==> src/rtl/vga_sync_gen_if.sv <==
// Timing bundle between the VGA sync generator and the character/font address stage.
interface vga_sync_gen_if;
  logic       ce;
  logic [9:0] hc;
  logic [9:0] vc;
  logic       hsync;
  logic       vsync;
  logic       vidon;
  logic       line_tick;
  logic       frame_tick;
  logic       blink;

  modport master (
    input  ce,
    output hc, vc, hsync, vsync, vidon, line_tick, frame_tick, blink
  );

  modport slave (
    output ce,
    input  hc, vc, hsync, vsync, vidon, line_tick, frame_tick, blink
  );
endinterface

==> src/rtl/vga_sync_gen.sv <==
// 640x480@60Hz VGA timing generator on the 25 MHz pixel clock: counters, syncs,
// visible-window flag, line/frame ticks and a frame-based cursor blink.
module vga_sync_gen #(
  parameter int unsigned HTOTAL   = 800,
  parameter int unsigned VTOTAL   = 521,
  parameter int unsigned HSP      = 96,
  parameter int unsigned VSP      = 2,
  parameter int unsigned HBP      = 144,
  parameter int unsigned HFP      = 784,
  parameter int unsigned VBP      = 31,
  parameter int unsigned VFP      = 511,
  parameter int unsigned BLINK_FR = 30
) (
  input  logic           clk25,
  input  logic           clr,
  vga_sync_gen_if.master bus
);

  localparam logic [9:0] H_LAST  = 10'(HTOTAL - 1);
  localparam logic [9:0] V_LAST  = 10'(VTOTAL - 1);
  localparam logic [9:0] H_SP    = 10'(HSP);
  localparam logic [9:0] V_SP    = 10'(VSP);
  localparam logic [9:0] H_BP    = 10'(HBP);
  localparam logic [9:0] H_FP    = 10'(HFP);
  localparam logic [9:0] V_BP    = 10'(VBP);
  localparam logic [9:0] V_FP    = 10'(VFP);
  localparam logic [5:0] BF_LAST = 6'(BLINK_FR - 1);

  logic [9:0] hc_q, hc_d;
  logic [9:0] vc_q, vc_d;
  logic [5:0] frm_q, frm_d;
  logic       blink_q, blink_d;
  logic       line_end_s;
  logic       frame_end_s;

  assign line_end_s  = (hc_q == H_LAST);
  assign frame_end_s = line_end_s && (vc_q == V_LAST);

  // Next-state for counters, frame count and blink; ce=0 holds everything.
  always_comb begin
    hc_d    = hc_q;
    vc_d    = vc_q;
    frm_d   = frm_q;
    blink_d = blink_q;
    if (bus.ce) begin
      if (line_end_s) begin
        hc_d = 10'd0;
        if (vc_q == V_LAST) begin
          vc_d = 10'd0;
        end else begin
          vc_d = vc_q + 10'd1;
        end
      end else begin
        hc_d = hc_q + 10'd1;
      end
      if (frame_end_s) begin
        if (frm_q == BF_LAST) begin
          frm_d   = 6'd0;
          blink_d = ~blink_q;
        end else begin
          frm_d = frm_q + 6'd1;
        end
      end else begin
        frm_d = frm_q;
      end
    end else begin
      hc_d = hc_q;
    end
  end

  // State register; clr wins over ce and restarts at (0,0) immediately.
  always_ff @(posedge clk25) begin
    if (clr) begin
      hc_q    <= 10'd0;
      vc_q    <= 10'd0;
      frm_q   <= 6'd0;
      blink_q <= 1'b0;
    end else begin
      hc_q    <= hc_d;
      vc_q    <= vc_d;
      frm_q   <= frm_d;
      blink_q <= blink_d;
    end
  end

  // Decodes are zero-latency so hc/vc/vidon stay aligned for the pixel stage.
  assign bus.hc         = hc_q;
  assign bus.vc         = vc_q;
  assign bus.hsync      = ~(hc_q < H_SP);
  assign bus.vsync      = ~(vc_q < V_SP);
  assign bus.vidon      = (hc_q >= H_BP) && (hc_q < H_FP) && (vc_q >= V_BP) && (vc_q < V_FP);
  assign bus.line_tick  = line_end_s;
  assign bus.frame_tick = frame_end_s;
  assign bus.blink      = blink_q;

endmodule

==> src/flat_wrapper.sv <==
// flat-port wrapper written by rule: the top's interface ports become plain ports
module vga_sync_gen_flat 
#(
  parameter int unsigned HTOTAL   = 800,
  parameter int unsigned VTOTAL   = 521,
  parameter int unsigned HSP      = 96,
  parameter int unsigned VSP      = 2,
  parameter int unsigned HBP      = 144,
  parameter int unsigned HFP      = 784,
  parameter int unsigned VBP      = 31,
  parameter int unsigned VFP      = 511,
  parameter int unsigned BLINK_FR = 30
)
  (clk25, clr, bus_ce, bus_hc, bus_vc, bus_hsync, bus_vsync, bus_vidon, bus_line_tick, bus_frame_tick, bus_blink);
  vga_sync_gen_if bus_i ();
  input  logic clk25;
  input  logic clr;
  input wire logic [$bits(bus_i.ce)-1:0] bus_ce;
  output wire logic [$bits(bus_i.hc)-1:0] bus_hc;
  output wire logic [$bits(bus_i.vc)-1:0] bus_vc;
  output wire logic [$bits(bus_i.hsync)-1:0] bus_hsync;
  output wire logic [$bits(bus_i.vsync)-1:0] bus_vsync;
  output wire logic [$bits(bus_i.vidon)-1:0] bus_vidon;
  output wire logic [$bits(bus_i.line_tick)-1:0] bus_line_tick;
  output wire logic [$bits(bus_i.frame_tick)-1:0] bus_frame_tick;
  output wire logic [$bits(bus_i.blink)-1:0] bus_blink;
  assign bus_i.ce = bus_ce;
  assign bus_hc = bus_i.hc;
  assign bus_vc = bus_i.vc;
  assign bus_hsync = bus_i.hsync;
  assign bus_vsync = bus_i.vsync;
  assign bus_vidon = bus_i.vidon;
  assign bus_line_tick = bus_i.line_tick;
  assign bus_frame_tick = bus_i.frame_tick;
  assign bus_blink = bus_i.blink;
  vga_sync_gen #(.HTOTAL(HTOTAL), .VTOTAL(VTOTAL), .HSP(HSP), .VSP(VSP), .HBP(HBP), .HFP(HFP), .VBP(VBP), .VFP(VFP), .BLINK_FR(BLINK_FR)) u_core (.clk25(clk25), .clr(clr), .bus(bus_i));
endmodule
==> config.mk <==
export PLATFORM = sky130hd
export DESIGN_NAME = vga_sync_gen_flat
export DESIGN_NICKNAME = d
export VERILOG_FILES = /design/src/rtl/vga_sync_gen_if.sv /design/src/rtl/vga_sync_gen.sv /design/src/flat_wrapper.sv
export SDC_FILE = /design/constraint.sdc
export NUM_CORES = 1
export LEC_CHECK = 0
export BUFFER_PORTS_ARGS = -buffer_cell sky130_fd_sc_hd__buf_2
export CORE_AREA = 2 2 53 60
export CTS_CLUSTER_DIAMETER = 60
export DETAILED_ROUTE_END_ITERATION = 8
export DIE_AREA = 0 0 55 62
export HOLD_SLACK_MARGIN = 0.1
export MAX_ROUTING_LAYER = met4
export PLACE_DENSITY = 0.88
export SLEW_MARGIN = 15
export SYNTH_ARGS = -nofsm -noshare
export SYNTH_HDL_FRONTEND = slang
export SYNTH_SLANG_ARGS = --single-unit
==> constraint.sdc <==
create_clock -name clk25 -period 3.2 [get_ports clk25]
set_clock_uncertainty 0.1 [all_clocks]
set_input_delay 0.48 -clock clk25 [delete_from_list [all_inputs] [get_ports clk25]]
set_output_delay 0.48 -clock clk25 [all_outputs]
set_load 0.1 [all_outputs]
# == Word-level counts from Yosys, hierarchy flattened ==
# Cells that the tools add are included.
# op_classes
n_addsub,3
n_mul,0
div_mod_pow,0
n_lt_le_gt_ge,6
eq_ne,3
shifts,0
muxes,3
bitwise_logic,3
n_reduce_logical,7
# op_table
cell,count
$add A10 B1 Y10 const B,2
$eq A10 B10 Y1 const B,2
$mux W10,2
$ge A10 B5 Y1 const B,1
$ge A10 B8 Y1 const B,1
$lt A10 B10 Y1 const B,1
$lt A10 B2 Y1 const B,1
$lt A10 B7 Y1 const B,1
$lt A10 B9 Y1 const B,1
$add A6 B1 Y6 const B,1
$eq A6 B5 Y1 const B,1
$mux W6,1
$logic_and A1 B1 Y1,4
$reduce_and A2 Y1,2
$not A1 Y1,3
$reduce_and A3 Y1,1
# word_totals
regBits,27
latchBits,0
ramBits,0
romBits,0
in_bits,3
output_inout_bits,26
wordCells,29
memories,0

# == Logic depth before layout (Yosys ltp) ==
# logic_depth
depth_word,4
mapped_depth,7
mapped_depth_nobuf,6

# == Least setup slack after synthesis ==
# OpenSTA, ideal clock, no wires.
# synth_path
kind,register to output
start,"register u_core.hc_q[0], in the netlist u_core.bus.hc[0]"
end,output bus_frame_tick
t_arrival_ps,4561
t_required_ps,2620
setup_slack_ps,-1941
stages_incl_launch_ff,5
path_buffers,0
cell_sequence,dfxtp_1 ha_1 nand3b_1 nor3_1 and2_1
# synth_between
elab_chain_cells,2
# synth_lines
element,line,text
from (decl),vga_sync_gen.sv:29,"logic [9:0] hc_q, hc_d;"
from (signal assigned),vga_sync_gen.sv:74,hc_q <= 10'd0;
from (signal assigned),vga_sync_gen.sv:79,hc_q <= hc_d;
$eq A10 B10 Y1,vga_sync_gen.sv:36,assign line_end_s = (hc_q == H_LAST);
via bus_line_tick,flat_wrapper.sv:24,output wire logic [$bits(bus_i.line_tick)-1:0] bus_line_tick;
$logic_and A1 B1 Y1,vga_sync_gen.sv:37,assign frame_end_s = line_end_s && (vc_q == V_LAST);
to (decl),flat_wrapper.sv:25,output wire logic [$bits(bus_i.frame_tick)-1:0] bus_frame_tick;
# The timed path passes the listed nets, and every way through them passes these cells.

# == Final worst setup path ==
# layout_path
start,"register u_core.vc_q[5], in the netlist u_core.bus.vc[5]"
end,output bus_frame_tick
# layout_between
elab_chain_cells,2
# layout_lines
element,line,text
from (decl),vga_sync_gen.sv:30,"logic [9:0] vc_q, vc_d;"
from (signal assigned),vga_sync_gen.sv:80,vc_q <= vc_d;
$eq A10 B10 Y1,vga_sync_gen.sv:37,
$logic_and A1 B1 Y1,vga_sync_gen.sv:37,
# Every way passes these cells.

==> impl_metrics.ini <==
[global_route]
use_met1 = 0.282
grt_overflow = 0
grt_use_total = 0.208
grt_pass1_vias = 1176
antenna_found_initial = 0
use_met2 = 0.321
grt_pass1_wl_mm = 5.15
met3_usage = 0.0215
grt_max_degree = 20
top_usage_layer = met2

[power_and_ir_drop]
netSwitchingFraction = 0.248
p_leak_nw = 0.651
power_frac_clock = 0.270
peakVddDrop_uv = 246
power.density_nw_per_um2 = 317
power_mw = 0.527
sequentialPowerShare = 0.653
power_frac_comb = 0.077
switchingPower_mw = 0.131
intPower_mw = 0.396

[critical_path]
worst-path-buf-inv = 2
crit_path_cell_trace = or4_4 > nor4_1 > buf_4 > and2_2 > buf_2
cp.required_ns = 2.62
worst-path-max-fanout = 8
cp-end-kind = output pin
arrival_ns = 2.27
worst_path_max_delay_cell = or4_4
critPathKind = reg2out
crit_family = simple AND/OR/NAND/NOR gates
startpoint_type = flip-flop
slowest_delay_ns = 0.59

[cts]
cts_root_buf = clkbuf_4
clock-sinks = 27
cts_setup_buffers = 0
worst_skew_pair.late_latency_ns = 0.31
clock_path_buffers = 2
clk_pin_slew_ns = 0.14
h-tree-depth = 1
numCtsBuffers = 3
cts_tree = done
cts_resized = 0
holdBufCountCts = 0

[routing]
dr_total_vias = 1376
wl_per_cell_um = 13.7
wl_mm = 3.19
postRouteAntennaNets = 0
drc_errors = 0
first_pass_iters = 4
via_per_inst = 5.91
drtIter0Drc = 24

[place]
dp.cells = 229
io_buffers = 28
dp_hpwl_mm = 2.30
gp_congestion = 0.805

[synthesis]
ys_ff_latch = 27
synth_top_family_by_area = simple AND/OR/NAND/NOR gates
netlist_instances = 175
synthAdderAreaFrac = 0.0515
synthMuxAreaShare = 0.0214
syn_area_per_cell_um2 = 8.34
synth_area_um2 = 1460
yosysUniqueCellTypes = 37
yosysWarnings = 0
synth-compound-area-share = 0.136
syn-num-nets = 184
synth-xor-area-share = 0.0660
synth-seq-area-share = 0.370
yosys.area_share.simple = 0.301

[job]
drv_cap = 0

[floorplanning]
placement_rows = 21
fp.dieW_um = 55
die_height_um = 62
io_pins = 29
core_area_um2 = 2890
dieArea_um2 = 3410
start_util = 0.505

[sta]
rsz0062_at_grt = no
slew_violations = 0
setup_viol = 0
fin_crit_ns = 2.85
final.setup.tns_ns = 0
hold_viol = 0
max_freq_ghz = 0.350
max_slew_margin = 0.552
worst_pin_slew_ns = 0.667
fin_crit_sh = 0.892
holdWs_ns = 0.371

[worst_hold_path]
hold_class = in2reg

[outcome]
outcome = completed

[final_layout]
fin_nets = 209
diodes = 0
stdcell_count = 233
layout_commonest_cell = buf_2
syn_to_final_growth_pct = 14.1
layout_common_cells = buf_2, dfxtp_1, nor2_1
drive_above_1_share = 0.216
final_util = 0.576
[kinds of logic after synthesis]
kind of cell,after synthesis
XOR/XNOR,11
adder cells (fa/ha/maj),6
buffers and inverters,19
multiplexers,3
AO/OA/AOI/OAI,31
AND/OR/NAND/NOR,78
flip-flops,27
[power by group through the flow]
stage | Combinational [mW] | Sequential [mW] | Clock (mW)
after floorplan | 0.0139 | 0.370 | 0
after global placement | 0.0401 | 0.351 | 0
after detailed placement | 0.0408 | 0.351 | 0
after CTS | 0.0409 | 0.344 | 0.150
after global routing | 0.0433 | 0.345 | 0.166
final | 0.0405 | 0.344 | 0.142
[cells in the mapped netlist]
cell type	instances	area share
nand4b_1	3	0.018
nand3_1	10	0.034
a32o_1	1	0.0069
o21ai_1	1	0.0034
nor4_1	2	0.0086
o31a_1	1	0.0060
ha_1	6	0.051
nand3b_1	2	0.010
o31ai_1	6	0.031
and3_1	2	0.0086
or2_1	1	0.0043
nand2b_1	2	0.0086
a31oi_1	1	0.0043
o21a_1	1	0.0051
and2_1	2	0.0086
inv_1	10	0.026
nand4_1	7	0.030
o21ai_0	5	0.017
buf_6	1	0.0077
nor2b_1	1	0.0043
o311ai_0	1	0.0060
dfxtp_1	27	0.37
clkbuf_1	8	0.021
a21oi_1	11	0.038
nor2_1	14	0.036
nand2_1	8	0.021
or4_4	2	0.015
a311oi_1	2	0.012
a211o_1	1	0.0060
and4_1	1	0.0060
or4_1	7	0.036
mux2i_1	2	0.014
nor3_1	10	0.034
mux2_2	1	0.0077
xor2_1	5	0.030
xnor2_1	6	0.036
or3_1	4	0.017
[metal layers]
layer,vias to the layer above,wire [um]
met5,-,0
met4,0,51
met3,6,135
met2,34,1530
met1,646,1470
li1,690,-
[final cells by class]
type	instances	area [um^2]
Inverter	10	37.5
Tap cell	34	42.5
Multi-Input combinational cell	129	863
Clock buffer	4	26.3
Timing Repair Buffer	29	148
Sequential cell	27	547
Fill cell	290	1230
[flip-flops by register name (all words and copies together), names as in the netlist]
name / cells
u_core.bus.hc: 10
u_core.bus.vc: 10
u_core.bus.blink: 1
u_core.frm_q: 6
[worst paths after layout]
kind | cells past startpoint | slack (ns) | start | to
max | 5 | 0.35 | u_core.bus.vc[5] | bus_frame_tick
max reg2reg | 4 | 0.63 | u_core.bus.hc[9] | u_core.bus.vc[0]
min reg2reg | 2 | 0.39 | u_core.bus.blink | u_core.bus.blink
min | 2 | 0.37 | clr | u_core.frm_q[1]
[through the flow]
step / setup WS, ns / area (um^2)
floorplan: -0.206 / 1490
finish: 0.346 / 1660
global placement: 0.704 / 1640
global route: 0.204 / 1660
detailed placement: 0.682 / 1640
CTS: 0.331 / 1660
Note: power is estimated with default switching activity, not from simulation.
